<file path="src/rtl/pi_vector_source.sv">
// Vector source and response compactor for a 16-in/4-out combinational core: generates
// counter or LFSR vectors over valid/ready and folds responses into a MISR. Optional golden compare under PI_VECTOR_SOURCE_EXPECT_EN.
module pi_vector_source #(
   parameter int unsigned  NUM_VECTORS = 16,
   parameter logic [15:0]  SEED        = 16'hACE1,
   parameter logic [15:0]  MISR_POLY   = 16'h1021
) (
   input  logic        clock,
   input  logic        reset_n,
   input  logic        start,
   input  logic        mode,
   output logic [15:0] pi_vec,
   output logic        vec_valid,
   input  logic        vec_ready,
   input  logic [3:0]  po_resp,
   output logic [15:0] signature,
`ifdef PI_VECTOR_SOURCE_EXPECT_EN
   input  logic [15:0] expected_sig,
   output logic        pass,
`endif
   output logic        busy,
   output logic        done
);

   // state | meaning
   // IDLE  | waiting for start after reset
   // RUN   | offering vectors, compacting responses
   // DONE  | run complete, signature frozen
   typedef enum logic [1:0] {ST_IDLE, ST_RUN, ST_DONE} state_t;

   localparam logic [16:0] LAST_CNT = 17'(NUM_VECTORS - 1);
   localparam logic [15:0] SEED_EFF = (SEED == 16'h0000) ? 16'h0001 : SEED;

   state_t      state, state_nxt;
   logic        hs;
   logic        load;
   logic        mode_q;
   logic [16:0] count;
   logic [15:0] sig_nxt;
   logic [15:0] vec_nxt;

   always_ff @(posedge clock or negedge reset_n) begin
      if (!reset_n) state <= ST_IDLE;
      else          state <= state_nxt;
   end

   always_comb begin
      state_nxt = state;
      vec_valid = 1'b0;
      busy      = 1'b0;
      done      = 1'b0;
      load      = 1'b0;
      hs        = 1'b0;
      case (state)
         ST_IDLE: begin
            if (start) begin
               load      = 1'b1;
               state_nxt = ST_RUN;
            end
         end
         ST_RUN: begin
            vec_valid = 1'b1;
            busy      = 1'b1;
            hs        = vec_ready;
            if (vec_ready && (count == LAST_CNT)) state_nxt = ST_DONE;
         end
         ST_DONE: begin
            done = 1'b1;
            if (start) begin
               load      = 1'b1;
               state_nxt = ST_RUN;
            end
         end
         default: state_nxt = ST_IDLE;
      endcase
   end

   always_comb begin
      sig_nxt = {signature[14:0], 1'b0} ^ (signature[15] ? MISR_POLY : 16'h0000)
              ^ {12'h000, po_resp};
      if (mode_q) vec_nxt = pi_vec[0] ? ((pi_vec >> 1) ^ 16'hB400) : (pi_vec >> 1);
      else        vec_nxt = pi_vec + 16'h0001;
   end

   always_ff @(posedge clock or negedge reset_n) begin
      if (!reset_n) begin
         pi_vec    <= 16'h0000;
         signature <= 16'h0000;
         count     <= 17'h0;
         mode_q    <= 1'b0;
      end else if (load) begin
         pi_vec    <= mode ? SEED_EFF : 16'h0000;
         signature <= 16'h0000;
         count     <= 17'h0;
         mode_q    <= mode;
      end else if (hs) begin
         pi_vec    <= vec_nxt;
         signature <= sig_nxt;
         count     <= count + 17'h1;
      end
   end

`ifdef PI_VECTOR_SOURCE_EXPECT_EN
   // Compare against the signature value DONE will hold, so pass lines up with done.
   logic [15:0] sig_d;
   assign sig_d = hs ? sig_nxt : signature;

   always_ff @(posedge clock or negedge reset_n) begin
      if (!reset_n) pass <= 1'b0;
      else          pass <= (state_nxt == ST_DONE) && (sig_d == expected_sig);
   end
`endif

endmodule

</file>
<file path="config.mk">
export PLATFORM = sky130hd
export DESIGN_NAME = pi_vector_source
export DESIGN_NICKNAME = d
export VERILOG_FILES = /design/src/rtl/pi_vector_source.sv
export SDC_FILE = /design/constraint.sdc
export NUM_CORES = 1
export LEC_CHECK = 0
export CORE_MARGIN = 5
export CORE_UTILIZATION = 30
export CTS_CLUSTER_DIAMETER = 200
export DETAILED_ROUTE_END_ITERATION = 10
export PLACE_DENSITY = 0.57
export RECOVER_POWER = 25
export SLEW_MARGIN = 20
export SYNTH_ARGS = -nofsm -noshare
export SYNTH_HDL_FRONTEND = slang
export SYNTH_SLANG_ARGS = --single-unit
export TNS_END_PERCENT = 50
</file>
<file path="constraint.sdc">
create_clock -name clock -period 2.31 [get_ports clock]
set_clock_uncertainty 0.15 [all_clocks]
set_input_delay 0.231 -clock clock [delete_from_list [all_inputs] [get_ports clock]]
set_output_delay 0.231 -clock clock [all_outputs]
set_load 0.02 [all_outputs]
</file>
Word-level counts from Yosys, hierarchy flattened:

Cells that the tools add are included.

* add/sub/neg operators: 2
* eq/ne operators: 5
* mux-type cells: 18
* bitwise logic cells: 3
* reduce and logical (&&, ||, !) cells: 5

Operators by type and width (count)
* 2-to-1 mux 16 bit: 7
* 2-to-1 mux 17 bit: 2
* adder 17 x 1 -> 17 bit (second input constant): 1
* equality test 17 x 4 -> 1 bit (second input constant): 1
* adder 16 x 1 -> 16 bit (second input constant): 1
* bitwise XOR 16 x 13 -> 16 bit: 1
* bitwise XOR 16 x 4 -> 16 bit: 1
* 2-to-1 mux 13 bit: 1
* 2-to-1 mux 1 bit: 5
* 2-to-1 mux 2 bit: 2
* NOT 3 -> 4 bit: 1
* case mux 2 bit (2 select lines): 1
* equality test 2 x 1 -> 1 bit (second input constant): 1
* equality test 2 bit (second input constant): 1
* logical NOT 2 bit: 1
* inequality test 2 x 1 -> 1 bit (second input constant): 1
* inequality test 2 bit (second input constant): 1
* AND reduction 2 bit: 1
* nonzero test 2 bit: 1
* OR reduction 2 bit: 1
* logical AND 1 bit: 1

* register bits: 52
* output and inout bits: 35

Logic depth before layout (Yosys ltp):

Gate-level depths: netlist (run 1).

* word-level depth: 5
* mapped depth: 6
* depth with buffers taken out: 5

Least setup slack after synthesis (run 1):

Ideal clock, no wire load.

* kind: register to register
* start point: register state[0]
* end point: register pi_vec[10]
* arrival time: 1.588 ns
* setup slack: 0.446 ns
* cell stages (with the launch flop): 6
* buffers on the path: 1
* clock period less this slack: 1.864 ns
* path through: dfrtp_1 -> or3b_2 -> clkbuf_1 -> a21oi_1 -> a21oi_1 -> o2bb2a_1

* longest elaborated chain between the ends: 4

Ends and longest elaborated chain
* start: declaration: line 34 `state_t state, state_nxt;`
* start signal: assignment: line 44 `else state <= state_nxt;`
* equality test 2 bit / logical NOT 2 bit (equally long branches): line 54 `case (state)`
* OR reduction 2 bit (no source line)
* 2-to-1 mux 1 bit
* 2-to-1 mux 16 bit / nonzero test 2 bit (equally long branches)
* end signal: assignment: line 92 `pi_vec <= mode ? SEED_EFF : 16'h0000;`
* end signal: assignment: line 97 `pi_vec <= vec_nxt;`
* end: declaration: line 12 `output logic [15:0] pi_vec,`

Parallel ways exist; a longest one is shown, timed or not.
A chain may end at the register's enable or synchronous reset.

Worst setup path in the final report (run 1):

* start point: register state[0]
* end point: output port vec_valid

* longest elaborated chain between the ends: 2

Ends and longest elaborated chain
* equality test 2 x 1 -> 1 bit: line 54
* 2-to-1 mux 1 bit: line 54
* end: declaration: line 13 `output logic vec_valid,`

No other way between the ends.

==> results_dict.tcl, run 1 <==
set metrics [dict create \
    preCtsSetupSlack_ns 0.109 \
    start_kind "register" \
    hold_class "reg2reg" \
    die_height_um 108 \
    final_cells 506 \
    syn_area_sq_um 2910 \
    routed-via-count 2638 \
    finalWorstSetupSlack_ns 0.200 \
    cts.sinks 52 \
    finalSetupTns_ns 0 \
    clkSlewWorstSetupHoldPaths_ns 0.10 \
    synth_edf_count 0 \
    synth-async-reset-ratio_pct 100 \
    min_to "signature[9]" \
    clock_latency_ns 0.30 \
    grt_max_degree 32 \
    worst-path-buf-inv 2 \
    cts_buffers 5 \
    drive_gt1_share_pct 8.31 \
    synth_seq_cells 52 \
    r2r-start "count[4]" \
    vias_per_cell 5.21 \
    portBuffers 43 \
    critPathMaxStageDelay_ns 0.61 \
    finalHoldViolCount 0 \
    drc_errors 0 \
    cts_buffer_depth 2 \
    fin_nets 384 \
    wl_um 7580 \
    setup_viol 0 \
    drtPass1Iterations 4 \
    syn2layout_area_growth_pct 23.8 \
    crit_type "reg2out" \
    worst-r2r-setup-slack_ns 0.41 \
    grt_setup_unrepaired "false" \
    grt_usage_pct 13.3 \
    yosysUniqueCellTypes 54 \
    antenna_found_initial 0 \
    worst_slew_pin_slew_ns 1.22 \
    hold_depth 2 \
    critPathCaptureType "primary output" \
    row_count 36 \
    required_ns 1.93 \
    finalCriticalPeriod_ns 2.11 \
    r2r_cells 4 \
    totalPowerFinal_w 0.00446 \
    yosys_most_used_dff "dfrtp_1" \
    drt_iter0_drc 97 \
    synthCells 333 \
    hpwl_um 5460 \
    diodes 0 \
    grt_pass1_vias 2437 \
    arrival_ns 1.73 \
    status "complete, no violations" \
    grt_overflow_total 0 \
    power.density_nw_per_um2 1240 \
    r2r-end "state[0]" \
    boundaryPins 44 \
    worstHoldStart "signature[8]" \
    cp_top_family "buffers and inverters" \
    fin_crit_sh_pct 91.3 \
    cp_max_fo 7 \
    n_fill_cell 984 \
    ant_nets 0 \
    synth_nets 344 \
    avgSynthCellArea_sq_um 8.73 \
    htreeDepth 2 \
    dp.cells 498 \
    place.gp.congestion 0.795 \
    yosysWarnings 0 \
    drv_cap 0 \
    p_leak_nw 1.45 \
    die_w_um 108 \
    final_util_pct 37.5 \
    post_cts_buffers 0 \
    cts_root_buffer "clkbuf_8" \
    cts_tree "yes" \
    drv_slew 0 \
    die-area_sq_um 11800 \
    core_area_sq_um 9590 \
    grt_pass1_wl_um 12600 \
    ctsResizeCount 0 \
    cp_cell_sequence "or2b_1, inv_1, clkdlybuf4s50_1" \
    start_util_pct 30.3 \
    cp_slowest_cell "clkdlybuf4s50_1" \
    yosysSeqAreaShare_pct 44.8 \
    max_freq_mhz 474 \
    max-vdd-ir-drop_v 0.000356 \
    maxSlewHeadroom_pct 18.4 \
    wl_per_cell_um 15.0 \
]
==> kinds of logic (layout without fill, tap and decap cells) <==
logic type	Yosys count	count (layout)	share of synthesized area, %
compound gates	87	87	18.6
xor+xnor	15	15	4.52
fa+ha+maj	2	2	0.861
buf+inv	37	77	5.12
flops	52	52	44.8
mux	2	2	0.732
simple gates	138	138	25.4
==> placed cells by master, fill, tap and decap left out, types with 13 or more instances in the layout <==
cell and count:
dfrtp_1 52, clkdlybuf4s50_1 42, nand2_1 38, nand3_1 27, o21ai_0 27, a21oi_1 25
buf_4 16, nor2_1 15, nand4_1 13
==> registers in the layout (all words and copies together) (netlist names) <==
name,flops
state,2
signature,16
pi_vec,16
mode_q,1
count,17
==> cell usage after synthesis (2+ instances only) <==
master    instances  area [sq um]
o31a_1            2          17.5
and2b_1           2          15.0
buf_2             4          20.0
nor2_1           15          56.3
dfrtp_1          52          1300
nand3_1          27           135
inv_1             9          33.8
a32oi_1           3          26.3
nor3_1            6          30.0
and3_1            6          37.5
nor4_1            5          31.3
a22oi_1           2          15.0
or4_1             3          22.5
xnor2_1           9          78.8
o211ai_1          3          22.5
o21ai_0          27           135
or3_1             7          43.8
nand2b_1          3          18.8
o22ai_1           3          18.8
and4_1            3          26.3
a211oi_1          8          60.1
ha_1              2          25.0
a21oi_1          25           125
nand4_1          13          81.3
xor2_1            6          52.6
o31ai_1           2          15.0
nand2_1          38           143
clkbuf_1         21          78.8
a31o_2            2          17.5
==> worst register-to-register path: stages (launching register included) <==
cell     delay [ns]
dfrtp_1        0.43
or4b_2         0.68
nor3_1         0.20
nand4_1        0.14
a21o_1         0.20
==> layout make-up <==
| cell class | count | area (sq um) | share of cell area, % |
|---|---|---|---|
| Multi-Input combinational cell | 244 | 1460 | 40.5 |
| Tap cell | 133 | 166 | 4.62 |
| Sequential cell | 52 | 1300 | 36.2 |
| Clock inverter | 2 | 12.5 | 0.348 |
| Timing Repair Buffer | 61 | 559 | 15.5 |
| Clock buffer | 5 | 68.8 | 1.91 |
| Inverter | 9 | 33.8 | 0.939 |
==> power breakdown <==
group | switching [W] | internal [W] | leakage [nW]
Combinational | 0.00123 | 0.00106 | 0.739
Clock | 0.000305 | 0.000206 | 0.0400
Sequential | 0.000427 | 0.00123 | 0.667
Total | 0.00196 | 0.00249 | 1.45
==> worst max-delay path by stage <==
stage	start	end	slack (ns)	cells after the start
finish	state[0]	vec_valid	0.20	3
global route	reset_n	count[16]	0.09	3
CTS	state[0]	vec_valid	0.17	3
detailed placement	vec_ready	state[0]	0.11	5
global placement	vec_ready	state[0]	0.17	5
floorplan	state[0]	pi_vec[10]	0.45	5
==> what timing repair did <==
action                     in CTS  in global routing
setup endpoints to repair       0                  0
hold endpoints to repair       19                  0
hold buffers                    1                  0
==> per-layer routing <==
| layer | vias to the layer above | wire length, um | track usage [%] |
|---|---|---|---|
| li1 | 1287 | - | - |
| met1 | 1279 | 3340 | 17.6 |
| met2 | 64 | 3720 | 21.8 |
| met3 | 8 | 395 | 2.45 |
| met4 | 0 | 124 | 4.24 |
| met5 | - | 0 | 0 |
==> stage by stage <==
step	hold slack, ns	area (sq um)
final	0.354	3600
after global routing	0.382	3600
after CTS	0.286	3600
after detailed placement	0.0907	3510
after global placement	0.0886	3510
after floorplan	-0.215	2910
No activity file was read; power rests on OpenSTA's default activity.
==> run 2, diff against run 1 <==
CORE_MARGIN = 2   (was 5)
==> run 2 against run 1 <==
  * Clock power fell by 1%
  * Final cell count fell by 0.99%
  * Core utilization increased by 0.90 points
  * First-iteration DRC count grew 43%
  * Cell area shrank 0.45%
  * Global-route usage grew 2.2 points
  * Fmax is 0.69% higher
  * Sequential power is essentially flat
  * Critical path type unchanged
  * Largest power group unchanged
  * Highest routed layer unchanged
==> results_dict.tcl, run 2 (synthesis results as in run 1) <==
set metrics [dict create \
    status "complete, no violations" \
    diodes 0 \
    syn2layout_area_growth_pct 23.2 \
    fin_crit_sh_pct 90.7 \
    cts_buffers 5 \
    wl_um 7440 \
    pwr-share-clk_pct 11.4 \
    cts_buffer_depth 2 \
    combPwrFrac_pct 51.3 \
    grt_overflow_total 0 \
    routed-via-count 2599 \
    p_switching_w 0.00195 \
    critPathLaunch "state[0]" \
    grt_pass1_wl_um 12800 \
    die-area_sq_um 10500 \
    required_ns 1.93 \
    core_area_sq_um 9330 \
    dp.cells 493 \
    post_cts_buffers 0 \
    finalWorstSetupSlack_ns 0.215 \
    grt_max_degree 52 \
    power.density_nw_per_um2 1240 \
    worst_slew_pin_slew_ns 0.854 \
    cts_tree "yes" \
    critPathCaptureType "primary output" \
    most-common-layout-cells "52 x dfrtp_1, 42 x clkdlybuf4s50_1, 38 x nand2_1" \
    p_int_w 0.00249 \
    setup_viol 0 \
    crit_type "reg2out" \
    maxSlewHeadroom_pct 43.1 \
    placed_area_sq_um 3500 \
    die_w_um 102 \
    finalSetupTns_ns 0 \
    drt_iter0_drc 139 \
    grt_usage_pct 15.4 \
    die_height_um 102 \
    largest_register_ffs 17 \
    portBuffers 43 \
    swShare_pct 43.9 \
    final_common_cell "dfrtp_1" \
    grt_pass1_vias 2563 \
    max-vdd-ir-drop_v 0.000373 \
    drv_cap 0 \
    final_cells 501 \
    cts_root_buffer "clkbuf_8" \
    start_kind "register" \
    finalHoldViolCount 0 \
    place.gp.congestion 0.826 \
    htreeDepth 2 \
    drtPass1Iterations 4 \
    preCtsSetupSlack_ns 0.108 \
    largestRegisters "count (17), pi_vec (16), signature (16)" \
    holdWs_ns 0.360 \
    cp_max_fo 7 \
    worstHoldStart "signature[6]" \
    fin_nets 383 \
    ant_nets 0 \
    top_register "count" \
    grt_setup_unrepaired "false" \
    clkSlewWorstSetupHoldPaths_ns 0.09 \
    start_util_pct 31.2 \
    vias_per_cell 5.19 \
    arrival_ns 1.71 \
    r2r-start "pi_vec[5]" \
    boundaryPins 44 \
    drv_slew 0 \
    finalCriticalPeriod_ns 2.10 \
    wl_per_cell_um 14.8 \
    row_count 35 \
    cts.sinks 52 \
    clock_latency_ns 0.30 \
    drc_errors 0 \
    p_seq_share_pct 37.3 \
    postLayoutCellArea_sq_um 3580 \
    max_freq_mhz 477 \
    hpwl_um 5200 \
    antenna_found_initial 0 \
    p_leak_nw 1.44 \
    hold_class "reg2reg" \
    drive_gt1_share_pct 7.80 \
]
==> run 2: per-stage QoR <==
stage                     power, W  util, %
after floorplan            0.00301        -
after global placement     0.00393     37.5
after detailed placement   0.00397     37.5
after CTS                  0.00450     38.4
after global routing       0.00485     38.4
final                      0.00444     38.4
==> run 2: final timing paths <==
path / end / slack, ns / cells after the start
worst min register to register: signature[7] / 0.36 / 2
worst max-delay path: busy / 0.21 / 3
worst min-delay path: signature[7] / 0.36 / 2
min in group asynchronous: pi_vec[7] / 0.41 / 2
max in group asynchronous: count[13] / 0.59 / 3
worst max register to register: pi_vec[15] / 0.28 / 4
==> run 2: timing repair <==
item                                    CTS  global route
endpoints found under the setup margin    0             0
gates resized for setup                   0             0
hold endpoints to repair                 30             0
hold buffers                              1             0
==> run 2: power groups by stage <==
stage / clock network [W] / logic (W) / registers [W]
2_1_floorplan: 0 / 0.00118 / 0.00184
3_3_place_gp: 0 / 0.00227 / 0.00167
3_5_place_dp: 0 / 0.00230 / 0.00167
4_1_cts: 0.000539 / 0.00231 / 0.00166
5_1_grt: 0.000579 / 0.00253 / 0.00173
6_report: 0.000507 / 0.00228 / 0.00166
==> run 2: area by class of cell <==
class | instances | area (sq um)
Clock buffer | 6 | 72.6
Clock inverter | 1 | 5.00
Fill cell | 964 | 5750
Inverter | 9 | 33.8
Multi-Input combinational cell | 244 | 1460
Sequential cell | 52 | 1300
Tap cell | 129 | 161
Timing Repair Buffer | 60 | 552
==> run 2: per-layer routing <==
metal / vias to the layer above / routed length [um] / global-route usage, %
met3: 6 / 274 / 2.74
met1: 1256 / 3380 / 19.8
met4: 0 / 76 / 5.95
met5: - / 0 / 0
met2: 47 / 3700 / 25.8
li1: 1290 / - / -
==> run 2: worst max-delay path, cell delays in order (launching register included) <==
cell and delay [ns]:
dfrtp_1 0.47, or2b_1 0.26, inv_1 0.08, clkdlybuf4s50_1 0.60
==> run 3, diff against run 2 <==
CORE_UTILIZATION = 41   (was 30)
PLACE_DENSITY = 0.71   (was 0.57)
==> run 3 against run 2 <==
  * Register-to-register slack improved by 0.04 ns
  * Critical endpoint unchanged
  * Die area down 26%
  * Critical path type unchanged
  * Setup slack worse by 0.017 ns
  * Non-clock buffer count is 1 lower
==> results_dict.tcl, run 3 (synthesis results as in run 1) <==
set metrics [dict create \
    ant_nets 0 \
    antenna_found_initial 0 \
    drtPass1Iterations 4 \
    drc_errors 0 \
    die-area_sq_um 7780 \
    arrival_ns 1.73 \
    row_count 30 \
    cp-endpoint "busy" \
    finalSetupTns_ns 0 \
    diodes 0 \
    hold_class "in2async" \
    drive_gt1_share_pct 7.30 \
    grt_util_met1_pct 26.0 \
    grt_pass1_vias 2486 \
    hpwl_um 4900 \
    grt_max_degree 54 \
    cts_root_buffer "clkbuf_8" \
    maxSlewHeadroom_pct 43.8 \
    setup_viol 0 \
    largest_register_ffs 17 \
    n_fill_cell 652 \
    finalWorstSetupSlack_ns 0.198 \
    drt_iter0_drc 147 \
    r2r_cells 4 \
    start_kind "register" \
    routed-via-count 2655 \
    boundaryPins 44 \
    r2r-end "pi_vec[15]" \
    post_cts_buffers 0 \
    top_register "count" \
    critPathLaunch "state[0]" \
    drv_cap 0 \
    multi_input_area_sq_um 1460 \
    cts_tree "yes" \
    die_w_um 88.2 \
    required_ns 1.93 \
    cts.sinks 52 \
    p_leak_nw 1.45 \
    drv_slew 0 \
    grt_pass1_wl_um 12000 \
    fin_crit_sh_pct 91.4 \
    placed_area_sq_um 3460 \
    finalCriticalPeriod_ns 2.11 \
    worst_slew_pin_slew_ns 0.842 \
    most-common-layout-cells "52 x dfrtp_1, 42 x clkdlybuf4s50_1, 38 x nand2_1" \
    grtUsageMet2_pct 31.9 \
    place.gp.congestion 0.834 \
    fin_nets 382 \
    seq_area_sq_um 1300 \
    status "complete, no violations" \
    holdWs_ns 0.284 \
    grt_setup_unrepaired "false" \
    top_usage_layer "met2" \
    grt_overflow_total 0 \
    final_util_pct 52.2 \
    cts_buffers 5 \
    core_area_sq_um 6830 \
    max-vdd-ir-drop_v 0.000517 \
    postLayoutCellArea_sq_um 3560 \
    worst-r2r-setup-slack_ns 0.32 \
    power.density_nw_per_um2 1270 \
    critPathCaptureType "primary output" \
    crit_type "reg2out" \
    r2r-start "pi_vec[5]" \
    wl_per_cell_um 15.3 \
    preCtsSetupSlack_ns 0.121 \
    die_height_um 88.2 \
    portBuffers 43 \
    syn2layout_area_growth_pct 22.6 \
    clock_latency_ns 0.30 \
    wl_um 7130 \
    clkSlewWorstSetupHoldPaths_ns 0.09 \
    max_freq_mhz 473 \
    finalHoldViolCount 0 \
    vias_per_cell 5.70 \
    largestRegisters "count (17), pi_vec (16), signature (16)" \
    use_met3_pct 3.11 \
    final_common_cell "dfrtp_1" \
    grt_usage_pct 19.4 \
    cp_max_fo 7 \
    start_util_pct 42.5 \
    htreeDepth 2 \
    cts_buffer_depth 2 \
]
-- run 3: cell count changes in the layout (fill, tap and decap cells not counted) --
cell       before  now
buf_12          0    1
clkinv_2        1    0
bufinv_16       0    1
buf_4          15   12
-- run 3: what timing repair did --
action | 4_1_cts | 5_1_grt
endpoints found under the hold margin | 23 | 0
resized for setup | 0 | 0
hold buffers | 1 | 0
-- run 3: how the worst min path moves through the flow --
stage,from,end,cells past startpoint
2_1_floorplan,reset_n,count[0],0
3_3_place_gp,reset_n,pi_vec[6],1
3_5_place_dp,reset_n,pi_vec[6],1
4_1_cts,reset_n,pi_vec[12],2
5_1_grt,reset_n,pi_vec[12],2
6_report,reset_n,pi_vec[8],2
-- run 3: critical path: stages, from the launching register on --
cell and delay (ns):
dfrtp_1 0.47, or2b_1 0.26, inv_1 0.09, clkdlybuf4s50_1 0.61
-- run 3: metrics by stage --
step / total power, W / cells
floorplan: 0.00301 / 333
global placement: 0.00390 / 459
detailed placement: 0.00395 / 459
CTS: 0.00457 / 466
global route: 0.00489 / 466
finish: 0.00454 / 466
-- run 3: layout make-up --
type | instances | share of cell area [%]
Sequential cell | 52 | 36.5
Tap cell | 96 | 3.37
Clock inverter | 1 | 0.843
Inverter | 9 | 0.948
Clock buffer | 5 | 1.93
Timing Repair Buffer | 59 | 15.5
Multi-Input combinational cell | 244 | 40.9
-- run 3: report_power, final --
| group | total (W) | internal (W) | leakage, nW | switching (W) |
|---|---|---|---|---|
| registers | 0.00167 | 0.00123 | 0.667 | 0.000443 |
| clock network | 0.000600 | 0.000312 | 0.0501 | 0.000289 |
| logic | 0.00227 | 0.00106 | 0.730 | 0.00121 |
| total | 0.00454 | 0.00260 | 1.45 | 0.00194 |
-- run 3: layer usage --
metal  up-vias  wire, um
li1       1289         -
met1      1286      3240
met2        71      3500
met3         9       301
met4         0        96
met5         -         0
==> RTL change (settings of run 2) <==
Add a define of `PI_VECTOR_SOURCE_EXPECT_EN`.
--- a/src/rtl/pi_vector_source.sv
+++ b/src/rtl/pi_vector_source.sv
@@ -1,4 +1,6 @@
 // Vector source and response compactor for a 16-in/4-out combinational core: generates
 // counter or LFSR vectors over valid/ready and folds responses into a MISR. Optional golden compare under PI_VECTOR_SOURCE_EXPECT_EN.
+`define PI_VECTOR_SOURCE_EXPECT_EN
+
 module pi_vector_source #(
    parameter int unsigned  NUM_VECTORS = 16,
Ports: changed (added expected_sig and pass); port bits go from 44 to 61. No check against the original RTL was run, so the function may have changed too.
==> RTL change against run 2 <==
- sequential cell count increased by 1
- global-route usage is 0.74 points lower
- synthesized area is 8.4% higher
- maximum frequency is 3.5% higher
- critical path type unchanged
- setup slack better by 0.071 ns
- cell area increased by 12%
- power is 5.3% higher
- routed wire length is 9.5% higher
- largest power group unchanged
==> RTL change: results (changes against run 2) <==
- Status: finished clean
- Layout Nets: 450 (+17%)
- CTS resizes: 0 (unchanged)
- Htree depth: 2 (unchanged)
- Vias in the first global route: 2756 (+7.5%)
- Maximum fanout along the worst path: 4 (-3)
- Critical-path top delay cell: clkdlybuf4s50_1
- Top post-synthesis cells by count: dfrtp_1 (53), nand2_1 (42), nor2_1 (39)
- Post-CTS setup buffers: 0 (unchanged)
- Cell variety after synth: 46 (-15%)
- Regs by FF count: count x17, pi_vec x16, signature x16
- CP startpoint: state[1]
- Class of the worst hold path: input port to asynchronous set/reset pin
- Hpwl dp: 5894 um (+13%)
- Kind of cell adding the most delay to the critical path: buffers and inverters
- 1st-iter DRT viols: 132 (-5.0%)
- Mapped Nets: 390 (+13%)
- Worst-Margin Slew: 0.7280 ns (-0.1261 ns)
- GRT Overall Usage: 14.68% (-0.74 points)
- N_diodes: 0 (unchanged)
- Top area cells in the synthesized netlist: dfrtp_1 (42%), xor2_1 (6.7%), xnor2_1 (5.3%), nand2_1 (5.0%), a21oi_1 (4.8%)
- First-pass DRT Iterations: 4 (unchanged)
- Leading area contributor after synthesis: dfrtp_1
- Clk pin slew, worst setup/hold paths: 0.09 ns (about the same)
- Worst hold slack: 0.3457 ns (-0.01386 ns)
- Placed cell areas: 0.003919 mm2 (+12%)
- CTS buffer count: 5 (unchanged)
- Ratio of cells with drive above 1 in the final layout: 6.147% (-1.6 points)
- Clk Latency, worst-skew pair: 0.31 ns
- Reg2reg start: count[11]
- Async S/R FF share, synth: 100.0% (unchanged)
- First-pass GRT wire length: 13440 um (+4.9%)
- Slowest stage delay, CP: 0.61 ns
- Leakage: 1.624 nW (+13%)
- Peak supply drop: 0.0003645 V (-2.4%)
- CTS root buffer: clkbuf_8
- Largest net degree at the start of global routing: 34 (-35%)
- Total wire length: 8143 um (+9.5%)
- Vias/cell: 5.102 (-1.7%)
- Register area share after synthesis: 42.10% (-2.7 points)
- Number of nets with antenna violations after routing: 0 (unchanged)
- Register-to-Register Path Depth: 5 (+1)
- Worst reg2reg path endpoint: pass
- Initial antenna violation count: 0 (unchanged)
- Hold buffers post-CTS: 1 (unchanged)
- I/O Buffers: 60 (+40%)
- R2r setup slk: 0.33 ns (+0.05 ns)
- Routability congestion estimate from global placement: 0.8474 (+2.5%)
- Clock tree buffer depth: 2 (unchanged)
- Yosys warnings: 0 (unchanged)
- Arrival @ worst endpoint: 1.64 ns (-0.07 ns)
RTL change: area by class of cell:
class	instances	area (um2)
Clock buffer	7	86.33
Multi-Input combinational cell	282	1700
Sequential cell	53	1326
Timing Repair Buffer	72	685.7
Tap cell	136	170.2
Fill cell	1068	6275
Inverter	9	33.78
RTL change: where the power goes:
group          internal, mW  total, mW  switching, mW
combinational          1.12       2.34           1.22
clock                 0.239      0.537          0.298
sequential             1.24       1.80          0.557
total                  2.61       4.68           2.07
RTL change: logic make-up after synthesis:
kind of cell	Yosys count	synth area share (%)
simple gates	145	22.64
compound gates	89	17.28
flops	53	42.10
xor+xnor	44	12.47
buf+inv	28	4.091
mux	2	0.6355
fa+ha+maj	2	0.7942
RTL change: worst max path at each step:
stage	cells after the start	to	slack, ns
floorplan	7	pass	0.52
global placement	5	pi_vec[9]	-0.03
detailed placement	5	pi_vec[12]	-0.04
CTS	4	pi_vec[12]	0.18
global route	7	pi_vec[14]	0.14
finish	3	vec_valid	0.29
RTL change: per-stage QoR:
step,setup slack [ns],util (%),std cells,TNS [ns]
6_report,0.2856,38.95,559,0
5_1_grt,0.1449,38.95,559,0
4_1_cts,0.1814,39.07,559,0
3_5_place_dp,-0.03872,38.13,551,-0.09911
3_3_place_gp,-0.02742,38.13,551,-0.06648
2_1_floorplan,0.5163,-,363,0
RTL change: metal layers:
| metal | GRT usage (%) | vias to the layer above | share of wire [%] |
|---|---|---|---|
| li1 | - | 1400 | - |
| met1 | 18.83 | 1383 | 46 |
| met2 | 25.41 | 62 | 49 |
| met3 | 2.636 | 7 | 4.3 |
| met4 | 3.989 | 0 | 1.1 |
| met5 | 0 | - | 0 |
